===== src/rtl/multi_cycle_adder.sv =====
// Multi-cycle adder/subtractor.
// Each operation is processed as N = WIDTH/CHUNK slices, one slice per clock,
// with a single carry passed between slices. sum, c_out and overflow are
// written together once the last slice finishes. done pulses for one cycle
// at that point.
//
// Parameter constraints: WIDTH >= 2, CHUNK >= 1, and CHUNK must divide WIDTH.
// Nothing enforces these, so every instantiation has to respect them.
module multi_cycle_adder #(
   parameter int WIDTH = 16,
   parameter int CHUNK = 4
) (
   input  logic             clk,
   input  logic             rst_n,
   input  logic             start,
   input  logic             sub,
   input  logic [WIDTH-1:0] a,
   input  logic [WIDTH-1:0] b,
   input  logic             c_in,
   output logic             busy,
   output logic             done,
   output logic [WIDTH-1:0] sum,
   output logic             c_out,
   output logic             overflow
);

   localparam int N     = WIDTH / CHUNK;
   localparam int CNT_W = (N > 1) ? $clog2(N) : 1;
   localparam logic [CNT_W-1:0] LAST = CNT_W'(N - 1);

   typedef enum logic {
      IDLE = 1'b0,
      RUN  = 1'b1
   } state_t;

   state_t           r_state;
   logic [WIDTH-1:0] r_a;        // latched first operand
   logic [WIDTH-1:0] r_b;        // latched second operand, already inverted for subtract
   logic [WIDTH-1:0] r_acc;      // result slices finished so far
   logic             r_carry;    // carry into the current slice
   logic [CNT_W-1:0] r_cnt;      // index of the slice being added

   logic [CHUNK:0]   w_chunk_sum;
   logic [WIDTH-1:0] w_result;
   logic             w_overflow;

   // Add the current slice and build the complete result that would be
   // committed if this is the last slice.
   // NOTE: every signal gets a default at the top of always_comb, so no path leaves a value unassigned and no latch is inferred.
   always_comb begin
      w_chunk_sum = {1'b0, r_a[r_cnt*CHUNK +: CHUNK]}
                  + {1'b0, r_b[r_cnt*CHUNK +: CHUNK]}
                  + {{CHUNK{1'b0}}, r_carry};
      w_result    = r_acc;
      w_result[r_cnt*CHUNK +: CHUNK] = w_chunk_sum[CHUNK-1:0];
      // Signed overflow: both addends have the same sign and the result has
      // the other sign. This is equal to carry-in XOR carry-out of the MSB.
      w_overflow  = (r_a[WIDTH-1] == r_b[WIDTH-1]) &&
                    (w_result[WIDTH-1] != r_a[WIDTH-1]);
   end

   assign busy = (r_state == RUN);

   // Control FSM and datapath registers. The visible outputs change only
   // when the final slice commits.
   // NOTE: state registers use non-blocking assignment, so every register here sees the values from before the clock edge.
   always_ff @(posedge clk or negedge rst_n) begin
      if (!rst_n) begin
         // NOTE: the operand, accumulator and carry registers are cleared on reset as well, so an aborted operation leaves nothing behind.
         r_state  <= IDLE;
         r_a      <= '0;
         r_b      <= '0;
         r_acc    <= '0;
         r_carry  <= 1'b0;
         r_cnt    <= '0;
         done     <= 1'b0;
         sum      <= '0;
         c_out    <= 1'b0;
         overflow <= 1'b0;
      end else begin
         done <= 1'b0;
         case (r_state)
            IDLE: begin
               if (start) begin
                  r_a     <= a;
                  r_b     <= sub ? ~b : b;
                  // Subtract is a + ~b + 1, so the carry is forced to 1.
                  r_carry <= sub | c_in;
                  r_acc   <= '0;
                  r_cnt   <= '0;
                  r_state <= RUN;
               end
            end
            RUN: begin
               r_acc[r_cnt*CHUNK +: CHUNK] <= w_chunk_sum[CHUNK-1:0];
               r_carry <= w_chunk_sum[CHUNK];
               r_cnt   <= r_cnt + CNT_W'(1);
               if (r_cnt == LAST) begin
                  sum      <= w_result;
                  c_out    <= w_chunk_sum[CHUNK];
                  overflow <= w_overflow;
                  done     <= 1'b1;
                  r_cnt    <= '0;
                  r_state  <= IDLE;
               end
            end
            default: r_state <= IDLE;
         endcase
      end
   end

endmodule


===== config.mk =====
export PLATFORM = sky130hd
export DESIGN_NAME = multi_cycle_adder
export DESIGN_NICKNAME = d
export VERILOG_FILES = /design/src/rtl/multi_cycle_adder.sv
export SDC_FILE = /design/constraint.sdc
export NUM_CORES = 1
export LEC_CHECK = 0
export CAP_MARGIN = 5
export CORE_ASPECT_RATIO = 0.8
export CORE_MARGIN = 10
export CORE_UTILIZATION = 58
export CTS_CLUSTER_SIZE = 30
export DETAILED_ROUTE_END_ITERATION = 7
export PLACE_DENSITY = 0.95
export SLEW_MARGIN = 0
export SYNTH_ARGS = -nofsm -noshare
export SYNTH_HDL_FRONTEND = slang
export SYNTH_SLANG_ARGS = --single-unit
export TNS_END_PERCENT = 30

===== constraint.sdc =====
create_clock -name clk -period 6 [get_ports clk]
set_input_delay 0.9 -clock clk [delete_from_list [all_inputs] [get_ports clk]]
set_output_delay 0.9 -clock clk [all_outputs]
set_load 0.01 [all_outputs]

==> metrics.md <==
| Metric | Value |
|---|---|
| Run status | `completed` |
| Most common cell after layout, fill and taps aside | `dfrtp_1` |
| Post-CTS Resized | `0` |
| Worst reg2reg endpoint | `sum[14]` |
| CP Launch Type | `flip-flop` |
| Total GRT Usage | `16.3%` |
| Internal Pwr Total | `~1.6 mW` |
| Synth-to-Final Area Change | `24.2%` |
| #FFs+latches synth | `71` |
| Fmax | `311 MHz` |
| Max Cap Viol | `0` |
| Slew Viols, Final | `0` |
| CTS Hold Bufs | `0` |
| Layout cells sized above 1 | `12.8%` |
| Sequential area share after synthesis | `50.3%` |
| Dpl hpwl | `5330 um` |
| Reg clk slew, reported paths | `80 ps` |
| Cell area after synthesis | `about 3500 um2` |
| # diodes | `0` |
| Crit path largest cell delay | `~900 ps` |
| Yosys cell types | `a little over 40` |
| DR DRC count | `0` |
| Synth warn | `0` |
| P per Cell Area | `~560 nW/um2` |
| Crit path time final | `approximately 3200 ps` |
| Area of placed instances | `4110 um2` |
| WP data required | `6210 ps` |
| 1st-iter DRT viols | `about 160` |
| Fin crit share | `53.6%` |
| Net Switching | `around 0.92 mW` |
| Worst-skew pair later-pin latency | `~360 ps` |
| Utilization after layout | `between 70 and 80%` |
| CTS tree | `yes` |
| CORE AREA | `5910 um2` |
| Global-route wire length before repair | `~13000 um` |
| Number of synthesized flops with an enable pin | `0` |
| Slew HR | `40.2%` |
| CP Capture Point | `sum[14]` |
| Initial antenna violation count | `0` |
| Clock share of power | `21.1%` |
| Avg Synthesized Cell Area | `11.4 um2` |
| Async S/R FF share, synth | `100%` |
| Port buffer count | `56` |
| RSZ-0062 raised after global routing | `no` |
| Worst VDD drop | `0.341 mV` |
| GRT overflow | `0` |
| TritonCTS Buffers | `9` |
| Worst path arrival time | `3430 ps` |
| DIE AREA | `between 9000 and 10000 um2` |
| Critical path's slowest cell | `dfrtp_1` |
| Final Setup Violations | `0` |
| Final instance area | `approximately 4400 um2` |
| Via count of the first global-routing pass | `2741` |
| ANT nets after route | `0` |
| WP buf/inv | `1` |
| Hold Crit Class | `reg -> reg` |
| RePlAce Congestion | `0.841` |
| DR WL/cell | `17.1 um` |
| CP Launch Point | `r_cnt[0]` |
| CTS sink count | `between 70 and 80` |
| Final hold viol count | `0` |
| Die Width | `~110 um` |
| Worst Tran Pin Value | `895 ps` |
| Worst R2R Start | `r_cnt[0]` |
| Top delay family on crit path | `flip-flops` |
| Nets | `411` |
| Critical path class | `reg -> reg` |
| Cell mode on critical path | `fa_1` |
| Share of power burned in registers | `about a third` |
| Leak pwr | `1.90 nW` |
| CTS Root Cell | `clkbuf_8` |
| Detailed Routing Iterations Pass 1 | `4` |
| Top_reg_cell synth | `dfrtp_1` |
| Critical path depth | `8` |
| Gate power share | `44.8%` |
| Starting density of the core | `59.7%` |
| Via/cell ratio | `approximately 5.5` |
| Commonest non-fill, non-tap cells in the layout | `dfrtp_1, clkdlybuf4s50_1, nand2_1, o21ai_0, mux2_2` |
| Top Ports | `between 50 and 60` |
| Max clock buf depth | `2` |
| Syn Nets | `359` |
| H-tree levels | `3` |
| Site Rows | `25` |
| Die height | `89.8 um` |
| R2r setup slk | `2780 ps` |
| Sw Share | `a little under two fifths` |
| Total number of vias | `2483` |
| Critical Path, Cell by Cell | `mux4_1 > fa_1 > inv_1 > fa_1 > xor2_1 > nor2_1 > a21oi_1 > o21ai_0` |
| Worst reg-to-reg path cell count | `8` |
| Worst Clk Skew | `4.90 ps` |
| Post-CTS Setup Bufs | `0` |
| Gate Count Post-Synth | `approximately 310` |
| Crit Path Max Fanout | `21` |
| CP endpoint kind | `flip-flop` |
| Largest net degree at the start of global routing | `72` |
| Total Routed Length | `7660 um` |
| TNS Setup | `0 ps` |
==> how the worst min path moves through the flow <==
stage | start | endpoint | slack (ps) | depth (start not counted)
after floorplan | r_b[4] | r_b[4] | 440 | 2
after global placement | r_b[2] | r_b[2] | 460 | 2
after detailed placement | sum[2] | sum[2] | 470 | 2
after CTS | sum[4] | sum[4] | 490 | 2
after global routing | sum[15] | sum[15] | 520 | 2
final | sum[0] | sum[0] | 480 | 2
==> state kept, by name (all words and copies together) (netlist names) <==
signal and count:
done 1, r_carry 1, c_out 1, r_a 16, r_cnt 2, overflow 1, r_b 16, r_acc 16
busy 1, sum 16
==> cell families (layout without fill, tap and decap cells) <==
logic type      count (synthesis)  count (layout)  share of synthesized area, %
xor+xnor                       17              17                          4.22
flops                          71              71                          50.3
fa+ha+maj                      11              11                          4.32
mux                            35              35                          14.0
buf+inv                        35              92                          4.78
compound gates                 61              61                          10.6
simple gates                   81              81                          11.8
==> cell usage after synthesis, types with 6 or more instances <==
master / number / area share, %
mux2_2: 20 / 6.4
clkbuf_1: 6 / 0.64
mux2i_1: 7 / 2.0
xnor2_1: 16 / 4.0
o22ai_1: 7 / 1.2
nand2_1: 52 / 5.5
o21ai_0: 25 / 3.5
inv_1: 16 / 1.7
nand2b_1: 10 / 1.8
o31ai_1: 8 / 1.7
dfrtp_1: 71 / 50
buf_2: 7 / 0.99
ha_1: 9 / 3.2
==> worst register-to-register path: stages (launching register included) <==
cell and delay, ps:
dfrtp_1 900, mux4_1 700, fa_1 440, inv_1 90
fa_1 210, xor2_1 350, nor2_1 130, a21oi_1 150
o21ai_0 100
==> layer usage <==
metal / vias up / global-route usage (%) / share of wire (%)
li1: 1188 / - / -
met1: 1191 / 17.7 / 41
met2: 74 / 27.5 / 49
met3: 30 / 5.78 / 6.1
met4: 0 / 8.33 / 3.0
met5: - / 0 / 0
==> power by group through the flow <==
stage / Sequential (mW) / Combinational, mW / Clock (mW)
2_1_floorplan: 0.800 / 0.795 / 0
3_3_place_gp: 0.826 / 1.05 / 0
3_5_place_dp: 0.844 / 1.11 / 0
4_1_cts: 0.841 / 1.11 / 0.525
5_1_grt: 0.868 / 1.21 / 0.547
6_report: 0.844 / 1.11 / 0.522
==> through the flow <==
step                power (mW)  setup slack, ps  hold WS [ps]  instances
global placement          1.88             3010           457        433
CTS                       2.48             2810           489        449
global route              2.63             2630           516        449
finish                    2.48             2780           483        449
detailed placement        1.95             2810           467        433
floorplan                 1.60             3390           442        311
==> area by class of cell <==
cell class / count / area (um2)
flip-flops and latches: 71 / 1780
multi-input cells: 205 / 1590
fillers: 393 / 1530
repair buffers: 59 / 578
clock buffers: 11 / 151
clock inverters: 5 / 128
well taps: 81 / 101
inverters: 17 / 63.8
Power figures use the tool's default switching activity.
